$ cat src/rtl/keypad_pkg.sv
// Shared types and helpers for the 4x4 keypad scanner peripheral.
//  status_t : layout of the CPU-visible status/data word.
//  ctrl_t   : layout of the control write word.
//  key_code : hex code for a row-major key index (* = E, # = F).
//  lowest_index : index of the lowest set bit in a 16-bit key map.
package keypad_pkg;

  localparam int unsigned KEYS      = 16;
  localparam int unsigned CODE_W    = 4;
  localparam int unsigned MAP_W     = 16;
  localparam int unsigned STAT_CNTW = 5;

  // Status/data word: [31] not empty, [30] overflow, [28:24] count,
  // [23:8] debounced map, [3:0] head code.
  typedef struct packed {
    logic                 not_empty;
    logic                 overflow;
    logic                 rsvd_29;
    logic [STAT_CNTW-1:0] count;
    logic [MAP_W-1:0]     key_map;
    logic [3:0]           rsvd_7_4;
    logic [CODE_W-1:0]    head_code;
  } status_t;

  // Control word: [0] flush FIFO, [1] clear overflow.
  typedef struct packed {
    logic [29:0] rsvd;
    logic        clr_ovf;
    logic        flush;
  } ctrl_t;

  // Row-major key legend: 1 2 3 A / 4 5 6 B / 7 8 9 C / * 0 # D
  function automatic logic [CODE_W-1:0] key_code(input logic [3:0] idx);
    logic [CODE_W-1:0] code;
    case (idx)
      4'd0:    code = 4'h1;
      4'd1:    code = 4'h2;
      4'd2:    code = 4'h3;
      4'd3:    code = 4'hA;
      4'd4:    code = 4'h4;
      4'd5:    code = 4'h5;
      4'd6:    code = 4'h6;
      4'd7:    code = 4'hB;
      4'd8:    code = 4'h7;
      4'd9:    code = 4'h8;
      4'd10:   code = 4'h9;
      4'd11:   code = 4'hC;
      4'd12:   code = 4'hE;
      4'd13:   code = 4'h0;
      4'd14:   code = 4'hF;
      default: code = 4'hD;
    endcase
    return code;
  endfunction

  // Scan from the top so the lowest set bit is the one left standing.
  function automatic logic [3:0] lowest_index(input logic [MAP_W-1:0] v);
    logic [3:0] idx;
    idx = '0;
    for (int i = 0; i < 16; i++) begin
      if (v[4'(15 - i)]) idx = 4'(15 - i);
    end
    return idx;
  endfunction

endpackage

$ cat src/rtl/keypad_scanner_module_fifo.sv
// keypad_fifo: synchronous key-code FIFO with flush.
//  clk, rst      : clock, synchronous active-high reset
//  push_i/data_i : write request and code
//  pop_i         : remove head (ignored when empty)
//  flush_i       : empty the FIFO; beats same-cycle push and pop
//  count_c_o     : occupancy, head_c_o : head code (0 when empty)
//  empty_c_o, full_c_o : occupancy flags
module keypad_fifo #(
  parameter int unsigned DEPTH = 4,
  parameter int unsigned WIDTH = 4
) (
  input  logic                     clk,
  input  logic                     rst,
  input  logic                     push_i,
  input  logic [WIDTH-1:0]         data_i,
  input  logic                     pop_i,
  input  logic                     flush_i,
  output logic [$clog2(DEPTH):0]   count_c_o,
  output logic [WIDTH-1:0]         head_c_o,
  output logic                     empty_c_o,
  output logic                     full_c_o
);

  localparam int unsigned AW = $clog2(DEPTH);

  logic [WIDTH-1:0] mem_q [DEPTH];
  logic [AW:0]      wr_ptr_q, wr_ptr_d;
  logic [AW:0]      rd_ptr_q, rd_ptr_d;
  logic             pop_ok_c, push_ok_c;

  // Pointers carry one extra bit so full and empty are distinguishable.
  assign count_c_o = wr_ptr_q - rd_ptr_q;
  assign empty_c_o = (count_c_o == '0);
  assign full_c_o  = (count_c_o == (AW+1)'(DEPTH));
  assign head_c_o  = empty_c_o ? '0 : mem_q[rd_ptr_q[AW-1:0]];

  // A pop frees the slot a same-cycle push needs when full.
  assign pop_ok_c  = pop_i & ~empty_c_o;
  assign push_ok_c = push_i & (~full_c_o | pop_ok_c);

  // Pointer next-state
  always_comb begin
    wr_ptr_d = wr_ptr_q;
    rd_ptr_d = rd_ptr_q;
    if (flush_i) begin
      wr_ptr_d = '0;
      rd_ptr_d = '0;
    end else begin
      if (push_ok_c) wr_ptr_d = wr_ptr_q + (AW+1)'(1);
      if (pop_ok_c)  rd_ptr_d = rd_ptr_q + (AW+1)'(1);
    end
  end

  // Pointer and storage registers
  always_ff @(posedge clk) begin
    if (rst) begin
      wr_ptr_q <= '0;
      rd_ptr_q <= '0;
      for (int i = 0; i < int'(DEPTH); i++) mem_q[i] <= '0;
    end else begin
      wr_ptr_q <= wr_ptr_d;
      rd_ptr_q <= rd_ptr_d;
      if (push_ok_c && !flush_i) mem_q[wr_ptr_q[AW-1:0]] <= data_i;
    end
  end

endmodule

$ cat src/rtl/keypad_scanner_module.sv
// keypad_scanner_module: 4x4 matrix keypad scanner with debounce and
// key-code FIFO, read over a simple strobe bus.
//  clk, rst          : clock, synchronous active-high reset
//  wr_en, wr_data    : control write ([0] flush FIFO, [1] clear overflow)
//  rd_en             : pop FIFO head
//  rd_data           : status/data word (combinational)
//  kp_col            : column drive, active-low one-hot
//  kp_row            : row sense, active-low, asynchronous
//  key_irq           : high while FIFO holds a code
module keypad_scanner_module
  import keypad_pkg::*;
#(
  parameter int unsigned SCAN_TICKS     = 10000,
  parameter int unsigned DEBOUNCE_SCANS = 4,
  parameter int unsigned FIFO_DEPTH     = 4
) (
  input  logic        clk,
  input  logic        rst,
  input  logic        wr_en,
  input  logic [31:0] wr_data,
  input  logic        rd_en,
  output logic [31:0] rd_data,
  output logic [3:0]  kp_col,
  input  logic [3:0]  kp_row,
  output logic        key_irq
);

  localparam int unsigned TW = (SCAN_TICKS > 1) ? $clog2(SCAN_TICKS) : 1;
  localparam int unsigned DW = $clog2(DEBOUNCE_SCANS + 1);
  localparam int unsigned CW = $clog2(FIFO_DEPTH) + 1;
  localparam logic [TW-1:0] TICK_LAST = TW'(SCAN_TICKS - 1);
  localparam logic [DW-1:0] DEB_MAX   = DW'(DEBOUNCE_SCANS);

  logic [3:0]        row_s1_q, row_s2_q;
  logic [TW-1:0]     tick_q, tick_d;
  logic [1:0]        col_q, col_d;
  logic [3:0]        kp_col_q, kp_col_d;
  logic [MAP_W-1:0]  raw_q, raw_d;
  logic [MAP_W-1:0]  prev_q, prev_d;
  logic [MAP_W-1:0]  deb_q, deb_d;
  logic [DW-1:0]     stable_q, stable_d;
  logic              push_q, push_d;
  logic [CODE_W-1:0] code_q, code_d;
  logic              ovf_q, ovf_d;
  logic [MAP_W-1:0]  new_c;
  logic              sample_c;

  ctrl_t             ctrl;
  logic              flush_c, pop_ok_c, drop_c;
  logic [CW-1:0]     fifo_count;
  logic [CODE_W-1:0] fifo_head;
  logic              fifo_empty, fifo_full;
  status_t           status;
  logic              unused_ctrl;

  assign ctrl        = ctrl_t'(wr_data);
  assign unused_ctrl = ^ctrl.rsvd;
  assign flush_c     = wr_en & ctrl.flush;
  assign pop_ok_c    = rd_en & ~fifo_empty;
  // A push lost to a full FIFO; flush and same-cycle pop both excuse it.
  assign drop_c      = push_q & fifo_full & ~pop_ok_c & ~flush_c;

  // Scan, debounce and press-encoding next-state
  always_comb begin
    tick_d   = tick_q;
    col_d    = col_q;
    kp_col_d = kp_col_q;
    raw_d    = raw_q;
    prev_d   = prev_q;
    deb_d    = deb_q;
    stable_d = stable_q;
    push_d   = 1'b0;
    code_d   = code_q;
    new_c    = '0;
    sample_c = (tick_q == TICK_LAST);

    if (!sample_c) begin
      tick_d = tick_q + TW'(1);
    end else begin
      tick_d   = '0;
      col_d    = col_q + 2'd1;
      kp_col_d = ~(4'b0001 << col_d);
      for (int r = 0; r < 4; r++) begin
        raw_d[{2'(r), col_q}] = ~row_s2_q[2'(r)];
      end
      // Column 3 closes a full scan: run the stability check.
      if (col_q == 2'd3) begin
        prev_d = raw_d;
        if (raw_d == prev_q) begin
          if (stable_q < DEB_MAX) stable_d = stable_q + DW'(1);
        end else begin
          stable_d = DW'(1);
        end
        if (stable_d == DEB_MAX) begin
          deb_d = raw_d;
          new_c = raw_d & ~deb_q;
          if (new_c != '0) begin
            push_d = 1'b1;
            code_d = key_code(lowest_index(new_c));
          end
        end
      end
    end

    ovf_d = ovf_q;
    if (wr_en && ctrl.clr_ovf) ovf_d = 1'b0;
    if (drop_c)                ovf_d = 1'b1;
  end

  // State registers, including the 2-flop row synchronizer
  always_ff @(posedge clk) begin
    if (rst) begin
      row_s1_q <= 4'hF;
      row_s2_q <= 4'hF;
      tick_q   <= '0;
      col_q    <= '0;
      kp_col_q <= 4'b1110;
      raw_q    <= '0;
      prev_q   <= '0;
      deb_q    <= '0;
      stable_q <= '0;
      push_q   <= 1'b0;
      code_q   <= '0;
      ovf_q    <= 1'b0;
    end else begin
      row_s1_q <= kp_row;
      row_s2_q <= row_s1_q;
      tick_q   <= tick_d;
      col_q    <= col_d;
      kp_col_q <= kp_col_d;
      raw_q    <= raw_d;
      prev_q   <= prev_d;
      deb_q    <= deb_d;
      stable_q <= stable_d;
      push_q   <= push_d;
      code_q   <= code_d;
      ovf_q    <= ovf_d;
    end
  end

  keypad_fifo #(
    .DEPTH (FIFO_DEPTH),
    .WIDTH (CODE_W)
  ) u_fifo (
    .clk       (clk),
    .rst       (rst),
    .push_i    (push_q),
    .data_i    (code_q),
    .pop_i     (rd_en),
    .flush_i   (flush_c),
    .count_c_o (fifo_count),
    .head_c_o  (fifo_head),
    .empty_c_o (fifo_empty),
    .full_c_o  (fifo_full)
  );

  // Status word assembly
  always_comb begin
    status           = '0;
    status.not_empty = ~fifo_empty;
    status.overflow  = ovf_q;
    status.count     = STAT_CNTW'(fifo_count);
    status.key_map   = deb_q;
    status.head_code = fifo_head;
  end

  assign rd_data = status;
  assign kp_col  = kp_col_q;
  assign key_irq = ~fifo_empty;

endmodule

$ cat config.mk
export PLATFORM = sky130hd
export DESIGN_NAME = keypad_scanner_module
export DESIGN_NICKNAME = d
export VERILOG_FILES = /design/src/rtl/keypad_pkg.sv /design/src/rtl/keypad_scanner_module_fifo.sv /design/src/rtl/keypad_scanner_module.sv
export SDC_FILE = /design/constraint.sdc
export NUM_CORES = 1
export LEC_CHECK = 0
export BUFFER_PORTS_ARGS = -buffer_cell sky130_fd_sc_hd__buf_2
export CAP_MARGIN = 20
export CORE_MARGIN = 8
export CORE_UTILIZATION = 55
export DETAILED_ROUTE_END_ITERATION = 16
export PLACE_DENSITY_LB_ADDON = 0.3
export SYNTH_ARGS = -nofsm -noshare
export SYNTH_HDL_FRONTEND = slang
export SYNTH_SLANG_ARGS = --single-unit
$ cat constraint.sdc
create_clock -name clk -period 3.66 [get_ports clk]
set_input_delay 0.549 -clock clk [delete_from_list [all_inputs] [get_ports clk]]
set_output_delay 0.549 -clock clk [all_outputs]
set_load 0.005 [all_outputs]
==> qor.txt <==
GRT Residual Overflow: 0
Final instance area: 0.005358 mm2
CP endpoint kind: flop
Final Hold Vio Count: 0
Worst EP required: 3950 ps
Largest net degree at the start of global routing: 56
# port buffers: 37
Drt drc: 0
Full die area: 0.01233 mm2
Initial antenna violation count: 0
Sequential share of the synthesized area: 45.55%
Commonest non-fill, non-tap cell in the layout: dfxtp_1
Pwr/cell area: 372.2 mW/mm2
MaxCap Viol Count: 0
Setup TNS: 0 ps
Leak Pwr: 2.066 nW
Crit-path max FO: 18
Psw: 0.4748 mW
Async set-reset flop share out of synthesis: 0%
Final Routed Wirelength: 10,690 um
Final HPWL DP: 7643 um
CP startpoint kind: flop
Area contributors post-synth: dfxtp_1 (36%), edfxtp_1 (9.7%), a21oi_1 (4.8%)
Fin nets: 630
FP Rows: 34
Core area: 0.008721 mm2
CP Class: flop to flop
Worst hold slack: 363.9 ps
Ys Warns: 0
Cts hold-fix bufs: 0
Initial core utilization: 56.94%
Synth Cell Area: 0.004966 mm2
DRT antenna net count: 0
Max-slew headroom: 45.26%
Fmax: 0.3128 GHz
Number of setup violations in the final report: 0
Slew Viols, Final: 0
Commonest cells after routing, fill and taps aside: dfxtp_1 (89), nor2_1 (55), nand2_1 (54)
Comb pwr share: 5.6%
DRT iter0 DRCs: 164
Area leader, netlist: dfxtp_1
Clock Power Share: 34.5%
Worst vdd ir: 0.2198 mV
CTS Buf Count: 9
I/O Pins: 77
WL per Instance: 15.52 um
Clock skew after layout: 11.42 ps
DR vias: 3,943
RSZ-0062 raised after global routing: false
Post-synthesis cell type count: 57
Sequential cell area: 0.002262 mm2
Worst slew pin tran: 821.2 ps
Min Tclk post-route: 3197 ps
Avg Inst Size Synth: 9.029 um2
Area Overhead vs Synth: 7.886%
# fillers: 768
Seq pwr share: 59.9%
Chip Width: 111.0 um
Post-CTS sizing: 0
Insertion delay to the later sink of the worst-skew pair: 360 ps
Tot GR Track Use: 17.59%
Tcrit/Tclk final: 87.34%
Root Driver: clkbuf_8
Yosys reg bits: 105
Maximum level of the CTS H-tree: 3
Placed Area: 0.005170 mm2
Max clock buf depth: 2
Switch share: 23.81%
Dominant synthesized flop cell: dfxtp_1
Antenna cell count: 0
CTS tree: yes
Critical path arrival: 3490 ps
Die height: 111.0 um
CTS clk-pin slew, worst paths: 100 ps
Post-CTS Setup Inserts: 0
EDFF count, synth: 16
Hold WC Path Type: primary input to flop
Status: finished clean
Layout cells sized above 1: 13.77%
Area occupied by multi-input gates: 0.002520 mm2
Pre-Repair DR Iteration Count: 4
Clock Sinks: 105
Syn Inst Count: 550
First-pass GRT wire length: 18,310 um
Number of global-route vias before repair: 3,885
Vias per cell: 5.723
Int Pwr: 1.519 mW
RePlAce Congestion: 0.8099
Total Power: 1.994 mW
Synth top area share: 35.88%
## per-stage QoR
step                      setup WS [ps]  instances  util (%)
after floorplan                    1109        556         -
after global placement            595.8        673     59.28
after detailed placement          525.0        673     59.28
after CTS                         487.3        689     61.43
after global routing              219.4        689     61.43
final                             463.3        689     61.43
## path summary, 6_finish.rpt
| check | slack, ps | from | cells past startpoint | end |
|---|---|---|---|---|
| worst min-delay path | 360 | kp_row[1] | 2 | row_s1_q[1] |
| worst min register to register | 420 | row_s1_q[1] | 1 | row_s2_q[1] |
| worst max register to register | 460 | col_q[1] | 8 | deb_q[3] |
| worst max-delay path | 460 | col_q[1] | 8 | deb_q[3] |
## cells in the mapped netlist (2+ instances only)
| library cell | count |
|---|---|
| nor4b_1 | 2 |
| or4_1 | 3 |
| nand3_1 | 24 |
| mux4_2 | 4 |
| buf_6 | 2 |
| ha_1 | 13 |
| dfxtp_1 | 89 |
| o21a_1 | 7 |
| and2_4 | 3 |
| and3_1 | 10 |
| o21ai_0 | 18 |
| edfxtp_1 | 16 |
| nand2b_1 | 10 |
| xor2_1 | 11 |
| nand4_1 | 7 |
| nor2_1 | 55 |
| o21bai_1 | 2 |
| or3_1 | 7 |
| nor4_1 | 5 |
| o21ai_1 | 3 |
| xnor2_1 | 12 |
| o221a_2 | 2 |
| buf_4 | 11 |
| nor3_1 | 17 |
| o32a_1 | 2 |
| or2_2 | 10 |
| buf_2 | 2 |
| o211ai_1 | 4 |
| nor4bb_1 | 2 |
| a21oi_1 | 48 |
| and2_1 | 32 |
| mux2i_1 | 3 |
| and4b_1 | 2 |
| a31oi_1 | 2 |
| clkbuf_1 | 18 |
| inv_1 | 8 |
| nand2_1 | 54 |
| nor2b_1 | 11 |
## flip-flops by register name (all words and copies together) (netlist names), 3 cells and up, named ones only
register / flops
deb_q: 16
prev_q: 16
raw_q: 16
u_fifo.mem_q: 16
tick_q: 14
code_q: 4
kp_col: 4
stable_q: 3
u_fifo.rd_ptr_q: 3
u_fifo.wr_ptr_q: 3
## critical path: stages, from the launching register on
cell     delay, ps
dfxtp_1        450
inv_1          130
ha_1           340
nor2b_1        290
xnor2_1        160
nand4_1        170
or4_1          860
or4_1          570
a21oi_1        140
## routing by layer
layer	part of all wire (%)	GRT usage, %
met1	42	20.81
met2	51	30.72
met3	4.9	3.680
met4	1.7	6.133
met5	0	0
## cells by family after synthesis
logic type / after synthesis / share of synthesized area, %
DFF: 105 / 45.55
and+or+nand+nor: 264 / 28.45
muxes: 7 / 2.419
buffers and inverters: 41 / 4.283
AOI/OAI and AO/OA: 94 / 11.04
xor gates and xnor gates: 24 / 4.510
other: 1 / 0.07551
adders and majority gates: 14 / 3.679
## cell type report
class                           instances  area share (%)
Timing Repair Buffer                   42           4.157
Inverter                                8          0.5605
Clock inverter                          6          0.7240
Tap cell                              108           2.522
Clock buffer                           10           2.779
Multi-Input combinational cell        410           47.03
Sequential cell                       105           42.22
## power groups by stage
stage	Combinational (mW)	Sequential, mW	Clock [mW]
6_report	0.111	1.19	0.688
5_1_grt	0.126	1.20	0.759
4_1_cts	0.113	1.20	0.702
3_5_place_dp	0.112	1.22	0
3_3_place_gp	0.109	1.22	0
2_1_floorplan	0.0842	1.22	0
Note: power is estimated with default switching activity, not from simulation.
